[config.mk]
export PLATFORM = sky130hd
export DESIGN_NAME = pipeline_ctrl
export DESIGN_NICKNAME = d
export VERILOG_FILES = /design/src/rtl/pipe_ctrl_pkg.sv /design/src/rtl/pipeline_ctrl_hazard_detect.sv /design/src/rtl/pipeline_ctrl.sv
export SDC_FILE = /design/constraint.sdc
export NUM_CORES = 1
export LEC_CHECK = 0
export CORE_ASPECT_RATIO = 0.9
export CORE_UTILIZATION = 42
export DETAILED_ROUTE_END_ITERATION = 8
export GPL_ROUTABILITY_DRIVEN = 0
export GPL_TIMING_DRIVEN = 0
export HOLD_SLACK_MARGIN = 0.15
export MAX_ROUTING_LAYER = met4
export PLACE_DENSITY_LB_ADDON = 0.15
export SLEW_MARGIN = 20
export SYNTH_ARGS = -nofsm -noshare
export SYNTH_HDL_FRONTEND = slang
export SYNTH_SLANG_ARGS = --single-unit
[constraint.sdc]
create_clock -name clk -period 2 [get_ports clk]
set_input_delay 0.3 -clock clk [delete_from_list [all_inputs] [get_ports clk]]
set_output_delay 0.3 -clock clk [all_outputs]
set_load 0.02 [all_outputs]
[src/rtl/pipe_ctrl_pkg.sv]
// Shared types and constants for the pipeline stall/flush sequencer.
package pipe_ctrl_pkg;

  typedef enum logic [1:0] {
    RUN      = 2'd0,
    MEM_WAIT = 2'd1,
    ERROR    = 2'd2
  } state_t;

  localparam logic [4:0] REG_X0 = 5'd0;
  localparam int unsigned TIMEOUT_DEFAULT = 255;

endpackage

[src/rtl/pipeline_ctrl_hazard_detect.sv]
// Load-use hazard detector: a load in EX feeding a source operand of the ID instruction.
module hazard_detect
  import pipe_ctrl_pkg::*;
(
  input  logic [4:0] id_rs1,
  input  logic [4:0] id_rs2,
  input  logic       ex_mem_read,
  input  logic [4:0] ex_rd,
  output logic       load_use
);

  // x0 is hardwired to zero, so a load targeting it never creates a dependency.
  assign load_use = ex_mem_read && (ex_rd != REG_X0) &&
                    ((ex_rd == id_rs1) || (ex_rd == id_rs2));

endmodule

[src/rtl/pipeline_ctrl.sv]
// Stall/flush sequencer for the five-stage pipeline with data-memory wait timeout.
// Optional performance counters are enabled with PIPE_PERF_CNT_EN.
module pipeline_ctrl
  import pipe_ctrl_pkg::*;
#(
  parameter int unsigned TIMEOUT_CYCLES = TIMEOUT_DEFAULT
) (
  input  logic        clk,
  input  logic        rst,
  input  logic [4:0]  id_rs1,
  input  logic [4:0]  id_rs2,
  input  logic        ex_mem_read,
  input  logic [4:0]  ex_rd,
  input  logic        ex_branch_taken,
  input  logic        dmem_req,
  input  logic        dmem_ready,
  output logic        pc_write,
  output logic        if_id_write,
  output logic        if_id_flush,
  output logic        id_ex_write,
  output logic        id_ex_flush,
  output logic        ex_mem_write,
  output logic        mem_wb_bubble,
`ifdef PIPE_PERF_CNT_EN
  output logic [31:0] stall_cycles,
  output logic [31:0] flush_count,
`endif
  output logic        mem_err
);

  localparam logic [15:0] TIMEOUT_W = 16'(TIMEOUT_CYCLES);

  state_t      state, next_state;
  logic [15:0] cnt, next_cnt;
  logic        set_err;
  logic        freeze;
  logic        resolve;
  logic        load_use;

  hazard_detect u_hazard_detect (
    .id_rs1      (id_rs1),
    .id_rs2      (id_rs2),
    .ex_mem_read (ex_mem_read),
    .ex_rd       (ex_rd),
    .load_use    (load_use)
  );

  always_ff @(posedge clk or posedge rst) begin
    if (rst) begin
      state   <= RUN;
      cnt     <= '0;
      mem_err <= 1'b0;
    end else begin
      state <= next_state;
      cnt   <= next_cnt;
      if (set_err) mem_err <= 1'b1;
    end
  end

  always_comb begin
    next_state    = state;
    next_cnt      = cnt;
    set_err       = 1'b0;
    freeze        = 1'b0;
    resolve       = 1'b0;
    pc_write      = 1'b1;
    if_id_write   = 1'b1;
    if_id_flush   = 1'b0;
    id_ex_write   = 1'b1;
    id_ex_flush   = 1'b0;
    ex_mem_write  = 1'b1;
    mem_wb_bubble = 1'b0;

    if (rst) begin
      freeze = 1'b1;
    end else begin
      case (state)
        RUN: begin
          if (dmem_req && !dmem_ready) begin
            freeze     = 1'b1;
            next_state = MEM_WAIT;
            next_cnt   = 16'd1;
          end else begin
            resolve = 1'b1;
          end
        end
        // dmem_req is not looked at here: the freeze holds the request in MEM.
        MEM_WAIT: begin
          if (!dmem_ready) begin
            freeze = 1'b1;
            if (cnt < TIMEOUT_W) begin
              next_cnt = cnt + 16'd1;
            end else begin
              next_state = ERROR;
              set_err    = 1'b1;
            end
          end else begin
            resolve    = 1'b1;
            next_state = RUN;
            next_cnt   = '0;
          end
        end
        ERROR: freeze = 1'b1;
        default: begin
          freeze     = 1'b1;
          next_state = RUN;
          next_cnt   = '0;
        end
      endcase
    end

    if (freeze) begin
      pc_write      = 1'b0;
      if_id_write   = 1'b0;
      id_ex_write   = 1'b0;
      ex_mem_write  = 1'b0;
      mem_wb_bubble = 1'b1;
    end else if (resolve && ex_branch_taken) begin
      // Branch beats load-use: the dependent ID instruction is squashed anyway.
      if_id_flush = 1'b1;
      id_ex_flush = 1'b1;
    end else if (resolve && load_use) begin
      pc_write    = 1'b0;
      if_id_write = 1'b0;
      id_ex_flush = 1'b1;
    end
  end

`ifdef PIPE_PERF_CNT_EN
  always_ff @(posedge clk or posedge rst) begin
    if (rst) begin
      stall_cycles <= '0;
      flush_count  <= '0;
    end else begin
      if (!pc_write && (stall_cycles != 32'hFFFF_FFFF))
        stall_cycles <= stall_cycles + 32'd1;
      if (pc_write && if_id_flush && (flush_count != 32'hFFFF_FFFF))
        flush_count <= flush_count + 32'd1;
    end
  end
`endif

endmodule
# --- Yosys cells after proc, flatten, opt, wreduce, memory -nomap -nowiden ---
# Cells that the tools add are included.
totals:
  elab_cells: 55
  in_bits: 21
  out_inout_bits: 8
  ff_bits: 19
op_classes:
  bitwise_logic: 2
  magnitude_cmp: 1
  muxes: 30
  n_reduce_logical: 11
  n_addsub: 1
  n_eq_ne: 7
ops:
  columns: ["cell", "n"]
  rows:
  - ["16-bit 2-to-1 mux", 3]
  - ["16-bit case mux with 3 select lines", 1]
  - ["1-bit 2-to-1 mux", 20]
  - ["16-bit by 1-bit adder with 16-bit output, second input constant", 1]
  - ["16-bit by 8-bit < comparator with 1-bit output, second input constant", 1]
  - ["5-bit equality test", 2]
  - ["4-bit AND reduction", 2]
  - ["2-bit 2-to-1 mux", 3]
  - ["3-bit != test, second input constant", 2]
  - ["2-bit case mux with 3 select lines", 1]
  - ["1-bit logical AND", 5]
  - ["5-bit nonzero test", 1]
  - ["1-bit case mux with 2 select lines", 2]
  - ["2-bit by 1-bit equality test with 1-bit output, second input constant", 1]
  - ["2-bit equality test, second input constant", 1]
  - ["2-bit zero test", 1]
  - ["2-bit != test, second input constant", 1]
  - ["1-bit inverter", 2]
  - ["1-bit zero test", 1]
  - ["1-bit logical OR", 1]

# --- Logic depth before layout (Yosys ltp) ---
# Gate-level depths: netlist of the first run.
depth:
  ltp_word: 9
  depth_mapped: 6
  ltp_nobuf: 5

# --- Cells and area by module ---
# A second synthesis of the first run with hierarchy kept.
unflattened:
  hier_cells: 118
  hier_area_um2: 1211.2
by_module_without_submodules:
  columns: ["module", "seq_area_each_um2", "instances", "cells_each", "area_per_inst_um2"]
  rows:
  - ["pipeline_ctrl", 475.5, 1, 101, 1086.0]
  - ["hazard_detect", 0.0, 1, 17, 125.1]

# --- Worst setup path before layout of the first run ---
# OpenSTA, ideal clock, no wires.
synth_path:
  path_kind: "flip-flop to output port"
  from: "reg state[0]"
  to: "out id_ex_flush"
  path_buffers: 0
  stages_incl_launch_ff: 5
  arrival_ns: 1.724
  path_slack_ns: -0.024
  cell_sequence: "dfrtp_1 > nor2_1 > o21ai_0 > inv_1 > a31o_2"
synth_via:
  elab_chain_cells: 7
synth_lines:
  columns: ["item", "line", "source"]
  rows:
  - ["start: declaration", "pipeline_ctrl.sv:33", "state_t state, next_state;"]
  - ["start signal: assignment", "pipeline_ctrl.sv:54", "state <= next_state;"]
  - ["2-bit by 1-bit equality test with 1-bit output or 2-bit zero test (tied branches)", "pipeline_ctrl.sv:77", "case (state)"]
  - ["1-bit case mux with 2 select lines", "pipeline_ctrl.sv:77", null]
  - ["1-bit 2-to-1 mux", "pipeline_ctrl.sv:74", "if (rst) begin"]
  - ["1-bit logical AND", "pipeline_ctrl.sv:122", "end else if (resolve && load_use) begin"]
  - ["1-bit 2-to-1 mux", "pipeline_ctrl.sv:122", null]
  - ["1-bit 2-to-1 mux", "pipeline_ctrl.sv:118", "end else if (resolve && ex_branch_taken) begin"]
  - ["1-bit 2-to-1 mux (*)", "pipeline_ctrl.sv:112", "if (freeze) begin"]
  - ["end: declaration", "pipeline_ctrl.sv:21", "output logic id_ex_flush,"]
# Mark *: on every way between the ends. The rest lies on a longest branch, timed or not.

# --- Worst setup path after layout of the first run ---
layout_path:
  from: "in ex_rd[4]"
  to: "out if_id_write"
layout_via:
  elab_chain_cells: 7
layout_lines:
  columns: ["item", "line", "source"]
  rows:
  - ["start: declaration", "pipeline_ctrl.sv:13", "input logic [4:0] ex_rd,"]
  - ["5-bit equality test or 5-bit nonzero test (tied branches)", "pipeline_ctrl_hazard_detect.sv:14, pipeline_ctrl_hazard_detect.sv:13", null]
  - ["1-bit logical OR or 1-bit logical AND (tied branches)", "pipeline_ctrl_hazard_detect.sv:14, pipeline_ctrl_hazard_detect.sv:13", null]
  - ["1-bit logical AND (*)", "pipeline_ctrl_hazard_detect.sv:13", "assign load_use = ex_mem_read && (ex_rd != REG_X0) &&"]
  - ["1-bit logical AND (*)", "pipeline_ctrl.sv:122", null]
  - ["1-bit 2-to-1 mux (*)", "pipeline_ctrl.sv:122", null]
  - ["1-bit 2-to-1 mux (*)", "pipeline_ctrl.sv:118", null]
  - ["1-bit 2-to-1 mux (*)", "pipeline_ctrl.sv:112", null]
  - ["end: declaration", "pipeline_ctrl.sv:18", "output logic if_id_write,"]
# Marks and branches as above.

==> results.txt, run 1 <==
----------------------------------------------------
[Run status]
  Run status ... finished with violations
  Violations in the final reports ... DRC

[Flow run]
  Total of max-cap violations ... 0

[Critical path]
  Critical path endpoint category ... primary output
  Required time of the critical path ... ~1.7 ns
  WP data arrival ... between 1.5 and 2 ns
  Highest net fanout along the worst path ... 3
  Type of element launching the critical path ... input port
  Worst Path Class, Setup ... in -> out

[Timing]
  Transition time at the pin with the least slew margin ... 0.5107 ns
  Hold slack final ... roughly 0.23 ns
  Fmax ... between 0.5 and 0.6 GHz
  Least setup slack across all paths after layout ... ~0.057 ns
  Number of setup violations in the final report ... 0
  Final TNS setup ... 0 ns
  Setup repair after global routing missed its margin ... true
  Final clock skew ... between 0.005 and 0.006 ns
  Worst max-slew margin expressed relative to the limit ... 0.6576
  Fraction of the cycle the final worst path needs ... 0.9717
  Number of hold-slack violations in the final timing report ... 0
  Minimum period implied by the final worst setup slack ... between 1.5 and 2 ns
  Final slew viol count ... 0

[Global routing]
  Initial antenna violation count ... 0
  Overall track demand over capacity in global routing ... 0.2066
  Global-route wire length before repair ... around 4.6 mm
  Maximum number of pins on one net before global-route repair ... 13
  Vias in the first global route ... ~1000
  Congestion Overflow GR ... 0

[CTS]
  Worst skew pair latency ... around 0.30 ns
  TritonCTS clock tree ... built
  CTS root buffer ... clkbuf_4
  Clock edge transition at the registers on the reported setup and hold paths ... 0.11 ns
  Depth of the CTS H-tree ... 1
  Maximum root-to-sink buffer count ... 2
  Number of CTS-inserted buffers ... 3
  TritonCTS sink count ... 19
  # hold bufs at CTS ... 0

[Synthesis]
  Fraction of the yosys area taken by sequential cells ... 0.4139
  Number of synthesized register bits ... 19
  Number of instances in the synthesized netlist ... ~120
  Warnings from Yosys ... 0
  Fraction of synthesis flops using an asynchronous set or reset pin ... 1.000
  Number of enable-type register cells in the synthesized netlist ... 0
  Netlist area before placement ... approximately 1100 um2
  Mapped Nets ... about 140
  Portion of synthesized cell area occupied by the leading cell type ... 0.4139
  Cell type with the largest total area after synthesis ... dfrtp_1
  Dominant register cell in the synthesized netlist ... dfrtp_1
  Synthesized area per cell ... around 9.7 um2
  Count of distinct cell types in the synthesized netlist ... 37
  Top cells by area, synth ... dfrtp_1, xnor2_1, nor2b_1

[Drt]
  Via count of the routed design ... about 1000
  Routed length per placed instance ... roughly 14 um
  Via-to-Cell Ratio ... around 5.6
  Remaining DRCs ... 6
  Total Routed Length ... roughly 2.5 mm
  Iter 0 DRT Violations ... 25
  Remaining number of nets flagged by the antenna check after routing ... 0
  Pre-Repair DR Iteration Count ... 6

[Final layout]
  Share of layout cells above drive strength 1 ... 0.2368
  Commonest non-fill, non-tap cell in the layout ... dfrtp_1
  Non-Filler Cell Area, Final ... 1524 um2
  Area of all sequential standard cells ... 476.7 um2
  Layout overhead on the synthesized area ... 32.68%
  FILL cells ... between 200 and 250
  Final standard cell utilization of the core ... 0.6021
  Layout net count ... about 180
  Top library cells by usage in the layout, fill and taps aside ... dfrtp_1, clkdlybuf4s50_1, nor2b_1
  Combined area of the multi-input logic cells ... roughly 640 um2
  Non-filler instance count after layout ... 180
  ANT cells ... 0

[Min path]
  Type of the most critical hold path ... in -> async

[Place]
  Worst slack after detailed placement ... -0.9597 ns
  DP Wirelength ... approximately 1.8 mm
  Placed cells ... about 180
  Port Buffers ... 28
  Post-DP Area ... 1464 um2

[Die]
  Effective utilization at floorplan ... 0.4538
  Standard cell core area ... about 2500 um2
  Total die area ... approximately 2900 um2
  Total number of placement rows ... 17
  Die extent in y ... 51.61 um
  Die X-Extent ... roughly 57 um
  I/O pin count ... 29

[Power and ir drop]
  Maximum vdd drop ... about 0.47 mV
  Power density of the placed cells ... approximately 570 nW/um2
  Leakage ... ~0.68 nW
  Total power of the final layout ... around 870 uW

----------------------------------------------------
final timing paths:
kind	startpoint	slack, ns	cells past startpoint	endpoint
max	ex_rd[4]	0.06	5	if_id_write
min	rst	0.23	2	mem_err$_DFFE_PP0P_
max reg2reg	cnt[0]$_DFFE_PP0P_	0.06	5	cnt[6]$_DFFE_PP0P_
min reg2reg	mem_err$_DFFE_PP0P_	0.49	1	mem_err$_DFFE_PP0P_
max in group asynchronous	rst	1.41	2	cnt[14]$_DFFE_PP0P_
min in group clk	mem_err$_DFFE_PP0P_	0.49	1	mem_err$_DFFE_PP0P_
worst max-delay path, cell delays in order:
cell	delay [ns]
dlygate4sd2_1	0.27
or4_4	0.42
o21a_1	0.22
a31oi_2	0.25
buf_4	0.18
metal layers:
layer	up-vias	GRT usage	part of all wire
li1	493	-	-
met1	485	0.2717	0.48
met2	22	0.3353	0.47
met3	2	0.04478	0.043
met4	0	0.03659	0.0048
met5	-	-	0
kinds of logic (layout without fill, tap and decap cells):
logic type                 Yosys count  after routing  synth area share
and+or+nand+nor                     46             46            0.2342
AOI/OAI and AO/OA                   26             26            0.1743
DFF                                 19             19            0.4139
buffers and inverters               14             47           0.06100
xor gates and xnor gates            10             10           0.07625
muxes                                3              3           0.02941
adders and majority gates            1              1           0.01089
layout make-up:
type	count	area share
plain buffers	5	0.02381
clock buffers	4	0.01724
inverters	8	0.02217
multi-input cells	86	0.4228
flip-flops and latches	19	0.3128
well taps	28	0.02299
repair buffers	29	0.1749
repair inverters	1	0.003284
state kept, by name, indices dropped and copies added, names as in the netlist:
name	cells
mem_err	1
state	2
cnt	16
cell usage after synthesis, types with 2 or more instances:
library cell,count
or4_1,3
o21ai_0,4
nand3_1,8
a21oi_1,3
nor2_1,9
inv_1,8
xnor2_1,10
o22ai_1,2
buf_4,2
a22o_1,2
nand2_1,7
nor2b_1,10
o211ai_1,3
dfrtp_1,19
nor4_2,2
and3_1,2
mux2_2,3
a31o_2,2
buf_2,2
report_power, final:
group	leakage (nW)	switching (mW)	total, mW	internal, mW
sequential	0.260	0.0337	0.441	0.407
clock	0.0150	0.118	0.196	0.0777
combinational	0.400	0.121	0.237	0.116
timing repair:
| item | 4_1_cts | 5_1_grt |
|---|---|---|
| buffers inserted | 0 | 1 |
| gates resized for setup | 36 | 13 |
| pin swaps | 3 | 4 |
| setup endpoints to repair | 17 | 9 |
| gates cloned | 1 | 0 |
(Power assumes the default switching activity.)
==> run 2: changes to the inputs <==
clock period = 2.3 ns   (was 2 ns; I/O delays follow)
==> run 2 against run 1 <==
- the flow still finishes with violations (DRC)
- first-iteration DRC count rose by 92%
- cell area fell by 1.8%
- utilization fell by 1.1 points
- combinational power fell by 14%
- total power fell by 15%
- sequential power fell by 14%
- die area did not move
- register-to-register slack improved by 0.22 ns
- clock skew fell by 0.0019 ns
- sequential share of layout area rose by 0.49 points
==> results.txt, run 2 (synthesis gave the netlist of run 1 again) <==
----------------------------------------------------
[Run status]
  Run status ... finished with violations
  Violations in the final reports ... DRC

[CTS]
  TritonCTS clock tree ... built
  Number of CTS-inserted buffers ... 3 (unchanged)
  Clock edge transition at the registers on the reported setup and hold paths ... 0.10 ns (about the same)
  Worst skew pair latency ... 0.29 ns (about the same)
  # hold bufs at CTS ... 0 (unchanged)
  Maximum root-to-sink buffer count ... 2 (unchanged)
  CTS root buffer ... clkbuf_4
  Depth of the CTS H-tree ... 1 (unchanged)
  TritonCTS sink count ... 19 (unchanged)
  Post-CTS Setup Inserts ... 0 (unchanged)

[Timing]
  Worst max-slew margin expressed relative to the limit ... 0.6644 (+0.006790)
  Minimum period implied by the final worst setup slack ... about 2.2 ns
  Least setup slack across all paths after layout ... 0.1074 ns (+0.05089 ns)
  Fmax ... roughly 0.46 GHz
  Transition time at the pin with the least slew margin ... 0.5006 ns (-0.01013 ns)
  Final slew viol count ... 0 (unchanged)
  Number of setup violations in the final report ... 0 (unchanged)
  Final TNS setup ... 0 ns (unchanged)
  Final clock skew ... 0.003908 ns (-0.001914 ns)
  Fraction of the cycle the final worst path needs ... 0.9533
  Number of hold-slack violations in the final timing report ... 0 (unchanged)
  Setup repair after global routing missed its margin ... false

[Drt]
  Pre-Repair DR Iteration Count ... 6 (unchanged)
  Remaining DRCs ... 8 (+2)
  Routed length per placed instance ... 13.34 um (-4.2%)
  Iter 0 DRT Violations ... 48 (+92%)
  Total Routed Length ... 2.402 mm (-4.2%)
  Via count of the routed design ... 991 (-1.1%)
  Via-to-Cell Ratio ... 5.506 (-1.1%)
  Remaining number of nets flagged by the antenna check after routing ... 0 (unchanged)

[Die]
  Effective utilization at floorplan ... 0.4538 (unchanged)
  Total die area ... 2948 um2 (unchanged)
  Die extent in y ... 51.61 um (unchanged)
  Total number of placement rows ... 17 (unchanged)
  Standard cell core area ... 2531 um2 (unchanged)
  I/O pin count ... 29 (unchanged)
  Die X-Extent ... 57.13 um (unchanged)

[Place]
  DP Wirelength ... 1.787 mm (-2.4%)
  Port Buffers ... 28 (unchanged)
  Placed cells ... 175 (unchanged)
  Worst slack after detailed placement ... -0.6555 ns (+0.3042 ns)

[Final layout]
  Largest register by flop count ... cnt
  Non-filler instance count after layout ... 180 (unchanged)
  FILL cells ... 212 (-4.9%)
  Commonest non-fill, non-tap cell in the layout ... dfrtp_1
  ANT cells ... 0 (unchanged)
  Largest registers ... cnt (16), state (2), mem_err (1)
  Layout net count ... 175 (unchanged)
  Final standard cell utilization of the core ... 0.5912 (-0.01087)
  Layout overhead on the synthesized area ... 30.28%
  Share of layout cells above drive strength 1 ... 0.1711 (-0.06579)
  Top library cells by usage in the layout, fill and taps aside ... dfrtp_1, clkdlybuf4s50_1, nor2b_1, xnor2_1, nor2_1
  Largest register FFs ... 16 (unchanged)

[Critical path]
  Series of cell instances along the critical path ... dlygate4sd2_1 -> or4_1 -> o21a_1 -> a31oi_1 -> clkdlybuf4s15_2
  Highest net fanout along the worst path ... 3 (unchanged)
  Critical path endpoint category ... primary output
  Worst Path Class, Setup ... in -> out
  Worst path max stage delay ... 0.53 ns (+0.11 ns)
  Worst reg-to-reg setup slack ... 0.28 ns (+0.22 ns)
  WP data arrival ... 1.85 ns (+0.21 ns)
  Critical-path cell with the highest stage delay ... or4_1
  Required time of the critical path ... 1.96 ns (+0.26 ns)
  Type of element launching the critical path ... input port

[Global routing]
  Congestion Overflow GR ... 0 (unchanged)
  Overall track demand over capacity in global routing ... 0.1844 (-0.02223)
  Global-route wire length before repair ... 4.057 mm (-11%)
  Initial antenna violation count ... 0 (unchanged)
  Maximum number of pins on one net before global-route repair ... 24 (+11)
  Vias in the first global route ... 935 (-3.9%)

[Power and ir drop]
  Maximum vdd drop ... 0.3915 mV (-17%)
  Power density of the placed cells ... 497.9 nW/um2 (-13%)
  Leakage ... 0.6610 nW (-2.1%)

[Flow run]
  Total of max-cap violations ... 0 (unchanged)

[Min path]
  Type of the most critical hold path ... in -> async

----------------------------------------------------
## run 2: cell count changes in the layout (fill, tap and decap cells not counted), sizes merged
cell / before / now
clkdlybuf4s15: 0 / 2
clkbuf: 6 / 5
buf: 10 / 7
dlygate4sd2: 6 / 5
clkdlybuf4s50: 14 / 17
## run 2: worst paths after layout
path | to | startpoint | depth (start not counted)
setup reg to reg | cnt[5]$_DFFE_PP0P_ | cnt[11]$_DFFE_PP0P_ | 5
min in group clk | mem_err$_DFFE_PP0P_ | mem_err$_DFFE_PP0P_ | 1
hold / removal | state[0]$_DFFE_PP0P_ | rst | 2
setup / recovery | if_id_write | ex_rd[0] | 5
max in group asynchronous | cnt[12]$_DFFE_PP0P_ | rst | 2
hold reg to reg | mem_err$_DFFE_PP0P_ | mem_err$_DFFE_PP0P_ | 1
## run 2: critical path, delay by kind of cell
kind | cells | cell delay (ns)
AND/OR/NAND/NOR | 1 | 0.53
buffers and inverters | 2 | 0.56
AO/OA/AOI/OAI | 2 | 0.41
## run 2: metrics by stage
step	cell area, um2	hold slack [ns]	power (mW)
after floorplan	1149	0.3276	0.5066
final	1496	0.2806	0.7451
after detailed placement	1464	0.4698	0.5943
after global placement	1464	0.4552	0.5890
after global routing	1496	0.2946	0.7935
after CTS	1495	0.3011	0.7573
## run 2: metal layers
layer  global-route usage  up-vias  wire (um)
met5                    -        -          0
met4              0.04878        0         31
met3              0.04726        7        135
met2               0.3098       24       1129
met1               0.2231      467       1105
li1                     -      493          -
## run 2: repair_timing
| item | CTS | global route |
|---|---|---|
| cloned | 0 | 1 |
| pin swaps | 1 | 2 |
| gates resized for setup | 18 | 4 |
| setup endpoints to repair | 11 | 4 |
## run 2: final cells by class
class                   instances  area (um2)  area share
plain buffers                   6       40.04     0.02676
clock buffers                   4       26.28     0.01756
inverters                       8       33.78     0.02258
multi-input cells              86       606.8      0.4055
flip-flops and latches         19       475.5      0.3177
well taps                      28       35.03     0.02341
repair buffers                 28       274.0      0.1831
repair inverters                1       5.005    0.003344
## run 2: power breakdown
group / internal [mW] / leakage (nW) / switching [mW]
registers: 0.354 / 0.261 / 0.0275
clock network: 0.0675 / 0.0150 / 0.0933
logic: 0.102 / 0.385 / 0.101
